[src/rtl/shift_add_mult.sv]
// Sequential unsigned shift-and-add multiplier: one WIDTH-bit add/shift per clock,
// operands in and product out over valid/ready handshakes.
module shift_add_mult #(
    parameter int unsigned WIDTH = 4
) (
    input  logic                 i_clk,
    input  logic                 i_rst_n,
    input  logic                 i_in_valid,
    output logic                 o_in_ready,
    input  logic [WIDTH-1:0]     i_a,
    input  logic [WIDTH-1:0]     i_b,
    output logic                 o_out_valid,
    input  logic                 i_out_ready,
    output logic [2*WIDTH-1:0]   o_product,
    output logic                 o_busy
);

    localparam int unsigned CNT_W = $clog2(WIDTH + 1);

    typedef enum logic [1:0] {
        S_IDLE = 2'd0,
        S_RUN  = 2'd1,
        S_DONE = 2'd2
    } state_t;

    state_t             r_state;
    logic [WIDTH-1:0]   r_m;
    logic [WIDTH-1:0]   r_acc;
    logic [WIDTH-1:0]   r_q;
    logic [CNT_W-1:0]   r_count;
    logic               r_in_ready;
    logic               r_out_valid;
    logic               r_busy;

    logic [WIDTH-1:0]   w_addend;
    logic [WIDTH:0]     w_sum;

    // Adder stage with carry-out kept so the full-scale product stays exact.
    always_comb begin
        w_addend = '0;
        if (r_q[0]) begin
            w_addend = r_m;
        end
        w_sum = {1'b0, r_acc} + {1'b0, w_addend};
    end

    // Handshake flags are registered alongside the state they decode.
    always_ff @(posedge i_clk) begin
        if (!i_rst_n) begin
            r_state     <= S_IDLE;
            r_m         <= '0;
            r_acc       <= '0;
            r_q         <= '0;
            r_count     <= '0;
            r_in_ready  <= 1'b1;
            r_out_valid <= 1'b0;
            r_busy      <= 1'b0;
        end else begin
            case (r_state)
                S_IDLE: begin
                    if (i_in_valid) begin
                        r_m        <= i_a;
                        r_q        <= i_b;
                        r_acc      <= '0;
                        r_count    <= '0;
                        r_state    <= S_RUN;
                        r_in_ready <= 1'b0;
                        r_busy     <= 1'b1;
                    end
                end
                S_RUN: begin
                    r_acc   <= w_sum[WIDTH:1];
                    r_q     <= {w_sum[0], r_q[WIDTH-1:1]};
                    r_count <= r_count + CNT_W'(1);
                    if (r_count == CNT_W'(WIDTH - 1)) begin
                        r_state     <= S_DONE;
                        r_busy      <= 1'b0;
                        r_out_valid <= 1'b1;
                    end
                end
                S_DONE: begin
                    if (i_out_ready) begin
                        r_state     <= S_IDLE;
                        r_out_valid <= 1'b0;
                        r_in_ready  <= 1'b1;
                    end
                end
                default: begin
                    r_state     <= S_IDLE;
                    r_in_ready  <= 1'b1;
                    r_out_valid <= 1'b0;
                    r_busy      <= 1'b0;
                end
            endcase
        end
    end

    assign o_in_ready  = r_in_ready;
    assign o_out_valid = r_out_valid;
    assign o_busy      = r_busy;
    assign o_product   = {r_acc, r_q};

endmodule

[config.mk]
export PLATFORM = sky130hd
export DESIGN_NAME = shift_add_mult
export DESIGN_NICKNAME = d
export VERILOG_FILES = /design/src/rtl/shift_add_mult.sv
export SDC_FILE = /design/constraint.sdc
export NUM_CORES = 1
export LEC_CHECK = 0
export ABC_AREA = 0
export CAP_MARGIN = 20
export CORE_MARGIN = 4
export CORE_UTILIZATION = 52
export CTS_CLUSTER_DIAMETER = 50
export DETAILED_ROUTE_END_ITERATION = 8
export HOLD_SLACK_MARGIN = 0.06
export PLACE_DENSITY = 0.91
export SLEW_MARGIN = 0
export SYNTH_ARGS = -nofsm -noshare
export SYNTH_HDL_FRONTEND = slang
export SYNTH_SLANG_ARGS = --single-unit
export TNS_END_PERCENT = 30
[constraint.sdc]
create_clock -name i_clk -period 2.4 [get_ports i_clk]
set_clock_uncertainty 0.15 [all_clocks]
set_input_delay 0.6 -clock i_clk [delete_from_list [all_inputs] [get_ports i_clk]]
set_output_delay 0.6 -clock i_clk [all_outputs]
set_load 0.01 [all_outputs]
# Yosys cells after proc, flatten, opt, wreduce, memory -nomap -nowiden
# Index checks and enable logic that the tools add are counted.
# Widths: inputs -> output; s select.
[word_totals] register_bits=20 latchBits=0 ramBits=0 rom_bits=0 input_bits=12 out_inout_bits=11 word_cells=47 memories=0
[op_classes] addsub=2 n_mul=0 n_div=0 order_cmp=0 n_eq_ne=6 shifts=0 mux=20 bitwise=3 reduce_logical=8
[ops] operator="$pmux 4 s2" n=2
[ops] operator="$mux 4" n=3
[ops] operator="$reduce_and 3->1" n=4
[ops] operator="$pmux 1 s3" n=3
[ops] operator="$mux 1" n=6
[ops] operator="$mux 2" n=3
[ops] operator="$ne 2x2->1 const B" n=3
[ops] operator="$pmux 2 s3" n=1
[ops] operator="$pmux 3 s2" n=1
[ops] operator="$add 4x4->5" n=1
[ops] operator="$reduce_and 2->1" n=2
[ops] operator="$add 3x1->3 const B" n=1
[ops] operator="$eq 3x2->1 const B" n=1
[ops] operator="$mux 3" n=1
[ops] operator="$not 1->1" n=3
[ops] operator="$eq 2x1->1 const B" n=1
[ops] operator="$eq 2x2->1 const B" n=1
[ops] operator="$logic_not 2->1" n=1
[ops] operator="$reduce_bool 2->1" n=1

# Logic depth before layout (Yosys ltp)
[logic_depth] depth_word=3 mapped_depth=7 ltp_nobuf=7

# Worst setup path before layout
# Ideal clock, no wire load.
[synth_path] kind="register -> register" start="register r_q[0]" end="register r_acc[1]" setup_ns=0.128 arrival_ns=1.429 required_ns=2.122 slack_ns=0.694 stages_incl_launch_ff=8 path_buffers=0 synth_period_minus_slack_ns=1.706 cell_sequence="dfxtp_1 -> and2_1 -> ha_1 -> inv_1 -> fa_1 -> xnor2_1 -> a22oi_1 -> nor2_1"
[synth_between] elab_chain_cells=3
[synth_rtl] element="from (decl)" line="29" text="logic [WIDTH-1:0] r_q;"
[synth_rtl] element="from (signal assigned)" line="63" text="r_q <= i_b;"
[synth_rtl] element="from (signal assigned)" line="73" text="r_q <= {w_sum[0], r_q[WIDTH-1:1]};"
[synth_rtl] element="$mux 4" line="41" text="if (r_q[0]) begin"
[synth_rtl] element="$add 4x4->5" line="44" text="w_sum = {1'b0, r_acc} + {1'b0, w_addend};"
[synth_rtl] element="$pmux 4 s2" line="59" text="case (r_state)"
[synth_rtl] element="to (signal assigned)" line="72" text="r_acc <= w_sum[WIDTH:1];"
[synth_rtl] element="to (decl)" line="28" text="logic [WIDTH-1:0] r_acc;"
# Every way passes these cells.
# A chain may end at the register's enable or synchronous reset.

# Final worst setup path
[layout_path] start="register r_q[0]" end="output o_product[0]"
[layout_rtl] element="to (decl)" line="14" text="output logic [2*WIDTH-1:0] o_product,"
# No word-level cell between the ends.

==> metrics.cfg <==
[run_status]
status=finished clean

[global_routing]
antenna_found_initial=0
grt_start_max_net_pins=18
grtUsageTotal_pct=17.4
busiest_layer=met2
use_met1_pct=20.9
grt_pass1_vias=816
grt_pass1_wl_um=3550
grt-ovfl-total=0
use_met2_pct=31.2
grtUsageMet3_pct=3.72

[sta]
slew_viol_final=0
finalSetupTns_ps=0
rsz0062_at_grt=no
final.min_clock_period_ps=2060
setup_violations=0
slew_headroom_pct=53.9
fmax_ghz=0.485
timing.hold.ws_ps=308
worst-slew-pin-transition_ps=690
fin_crit_sh_pct=85.9
hold_viol=0

[power_and_ir_drop]
vdd_ir_drop_max_mv=0.435
static-leakage-power_nw=0.509
power.density_nw_per_um2=589

[synthesis]
seq_area_frac_synth_pct=39.5
synthesis.area_um2=1010
ys_warn_count=0
syn_nets=132
synthSimpleGateAreaFrac_pct=20.5
synth_ff_type=dfxtp_1
synthXorXnorAreaFrac_pct=0.864
synth_seq_cells=20
synthAdderAreaFrac_pct=9.38
synth_common_cells=dfxtp_1, nand2_1, nor2_1
synth_area_leaders=dfxtp_1, ha_1, nand2_1
synth_edf_count=0
yosysUniqueCellTypes=32
synth_top_cell_area_share_pct=39.5
syn_avg_cell_area_um2=8.97
ys_async_sr_fraction_pct=0
synth_cells=113
synth_top_area_cell=dfxtp_1
yosysMostFrequentCell=dfxtp_1
synth_top_family_by_area=simple AND/OR/NAND/NOR gates
synth_compound_area_share_pct=17.3
synthMuxAreaShare_pct=4.94

[clock_network]
clkSlewWorstSetupHoldPaths_ps=110
cts_tree=done
htree_num_levels=1
cts_made_buffers=3
clock_tree.buffer_depth=2
post_cts_buffers=0
cts_sinks=20
hold_buffers=0
clk_latency_ps=300
root_buffer=clkbuf_4
cts_resized=0

[worst_setup_path]
required_ps=1650
startpoint_type=flip-flop
cp-end-kind=primary output
critical_path.cell_chain=clkdlybuf4s50_1
critPathArrivalTime_ps=1310
cpPeakStageDelay_ps=570
crit_buf_inv=1
cp_top_family=buffers and inverters
rr_worst_depth=7
regToRegSetupSlack_ps=520
critPathSlowestCell=clkdlybuf4s50_1
worst-path-max-fanout=6
r2r_start=r_q[0]
timing.setup.critical_path_class=flip-flop to primary output
r2r_end=r_acc[3]

[floorplan]
io_pins=23
start_util_pct=56.8
fp.coreArea_um2=1780
dieArea_um2=2720
die_w_um=52.1
die_y_um=52.1
placement_rows=15

[worst_hold_path]
min_from=o_out_valid
hold_path_class=flip-flop to flip-flop
hold_path_depth=2
min_to=o_out_valid

[cells_and_area]
synthToLayoutAreaGrowth_pct=25.8
drive_gt1_share_pct=6.72
fin_nets=154
regArea_um2=400
fin_util_pct=71.5
multiInputGateArea_um2=537
diodes=0
n_fill_cell=141

[detailed_routing]
drt_first_pass_iters=4
wl_per_cell_um=13.4
wl_um=2140
via_per_inst=5.34
vias=849
ant_nets=0
drtIter0Drc=12
drcViolationCount=0

[flow_run]
maxCapViolations=0

[placement]
hpwlAfterDp_um=1610
gp_congestion=0.771
port_buffers=22

## worst max path at each step
stage	cells past startpoint	slack [ps]	from	to
after global placement	4	360	i_in_valid	r_m[0]
after floorplan	7	690	r_q[0]	r_acc[1]
after CTS	1	330	r_q[0]	o_product[0]
after detailed placement	4	290	i_in_valid	r_m[1]
final	1	340	r_q[0]	o_product[0]
after global routing	1	270	r_q[0]	o_product[0]
## layout make-up
cell class | count | share of cell area, %
Tap cell | 25 | 2.45
Multi-Input combinational cell | 80 | 42.1
Clock buffer | 3 | 1.77
Timing Repair Buffer | 23 | 17.9
Clock inverter | 1 | 2.36
Inverter | 7 | 2.06
Sequential cell | 20 | 31.4
## per-stage QoR
step,area [µm²],setup slack [ps],std cells,total power (W)
detailed placement,1220,291,155,0.000482
finish,1270,339,159,0.000751
global placement,1220,359,155,0.000477
floorplan,1010,694,113,0.000435
CTS,1270,333,159,0.000753
global route,1270,273,159,0.000782
## layer usage
layer	share of wire, %	routed length [µm]	vias up
met5	0	0	-
met4	0.47	10	0
met3	5.9	125	2
met2	49	1040	28
met1	45	959	389
li1	-	-	430
## report_power, final
group / internal [W] / switching (W) / total, W
sequential: 0.000350 / 0.0000164 / 0.000366
combinational: 0.0000600 / 0.0000494 / 0.000109
clock: 0.000169 / 0.000107 / 0.000276
## worst register-to-register path, stage by stage (launching register included)
cell and delay (ps):
dfxtp_1 440, and2_1 160, ha_1 150, inv_1 50, fa_1 410, nor2b_1 140
o221ai_1 120, a21oi_1 190
## layout by cell type (no fill, tap or decap)
cell type         n
nor3_1            2
a211oi_1          1
o21bai_1          1
mux2i_1           5
clkdlybuf4s50_1  22
xnor2_1           1
dfxtp_1          20
or2_2             2
ha_1              6
nor2b_1           2
o21ba_4           1
inv_1             6
a21oi_1           6
nand3_1           2
a2111o_1          1
clkbuf_4          3
a2bb2oi_1         2
fa_1              1
o21a_1            1
nand2_1          15
buf_4             1
and2_1            3
nor2_1           15
clkinv_1          1
a311oi_1          4
nand2b_1          2
nor3b_4           1
o221ai_1          1
a22oi_1           2
o21ai_0           2
bufinv_16         1
o311ai_1          1
## state kept, by name, indices dropped and copies added (netlist names)
register and cells:
o_busy 1, o_in_ready 1, r_count 3, o_out_valid 1
r_state 2, r_acc 4, r_m 4, r_q 4
## logic make-up after synthesis
kind of cell | Yosys count
buf+inv | 13
compound gates | 23
flops | 20
fa+ha+maj | 7
xor+xnor | 1
simple gates | 44
mux | 5
(Power assumes the default switching activity.)
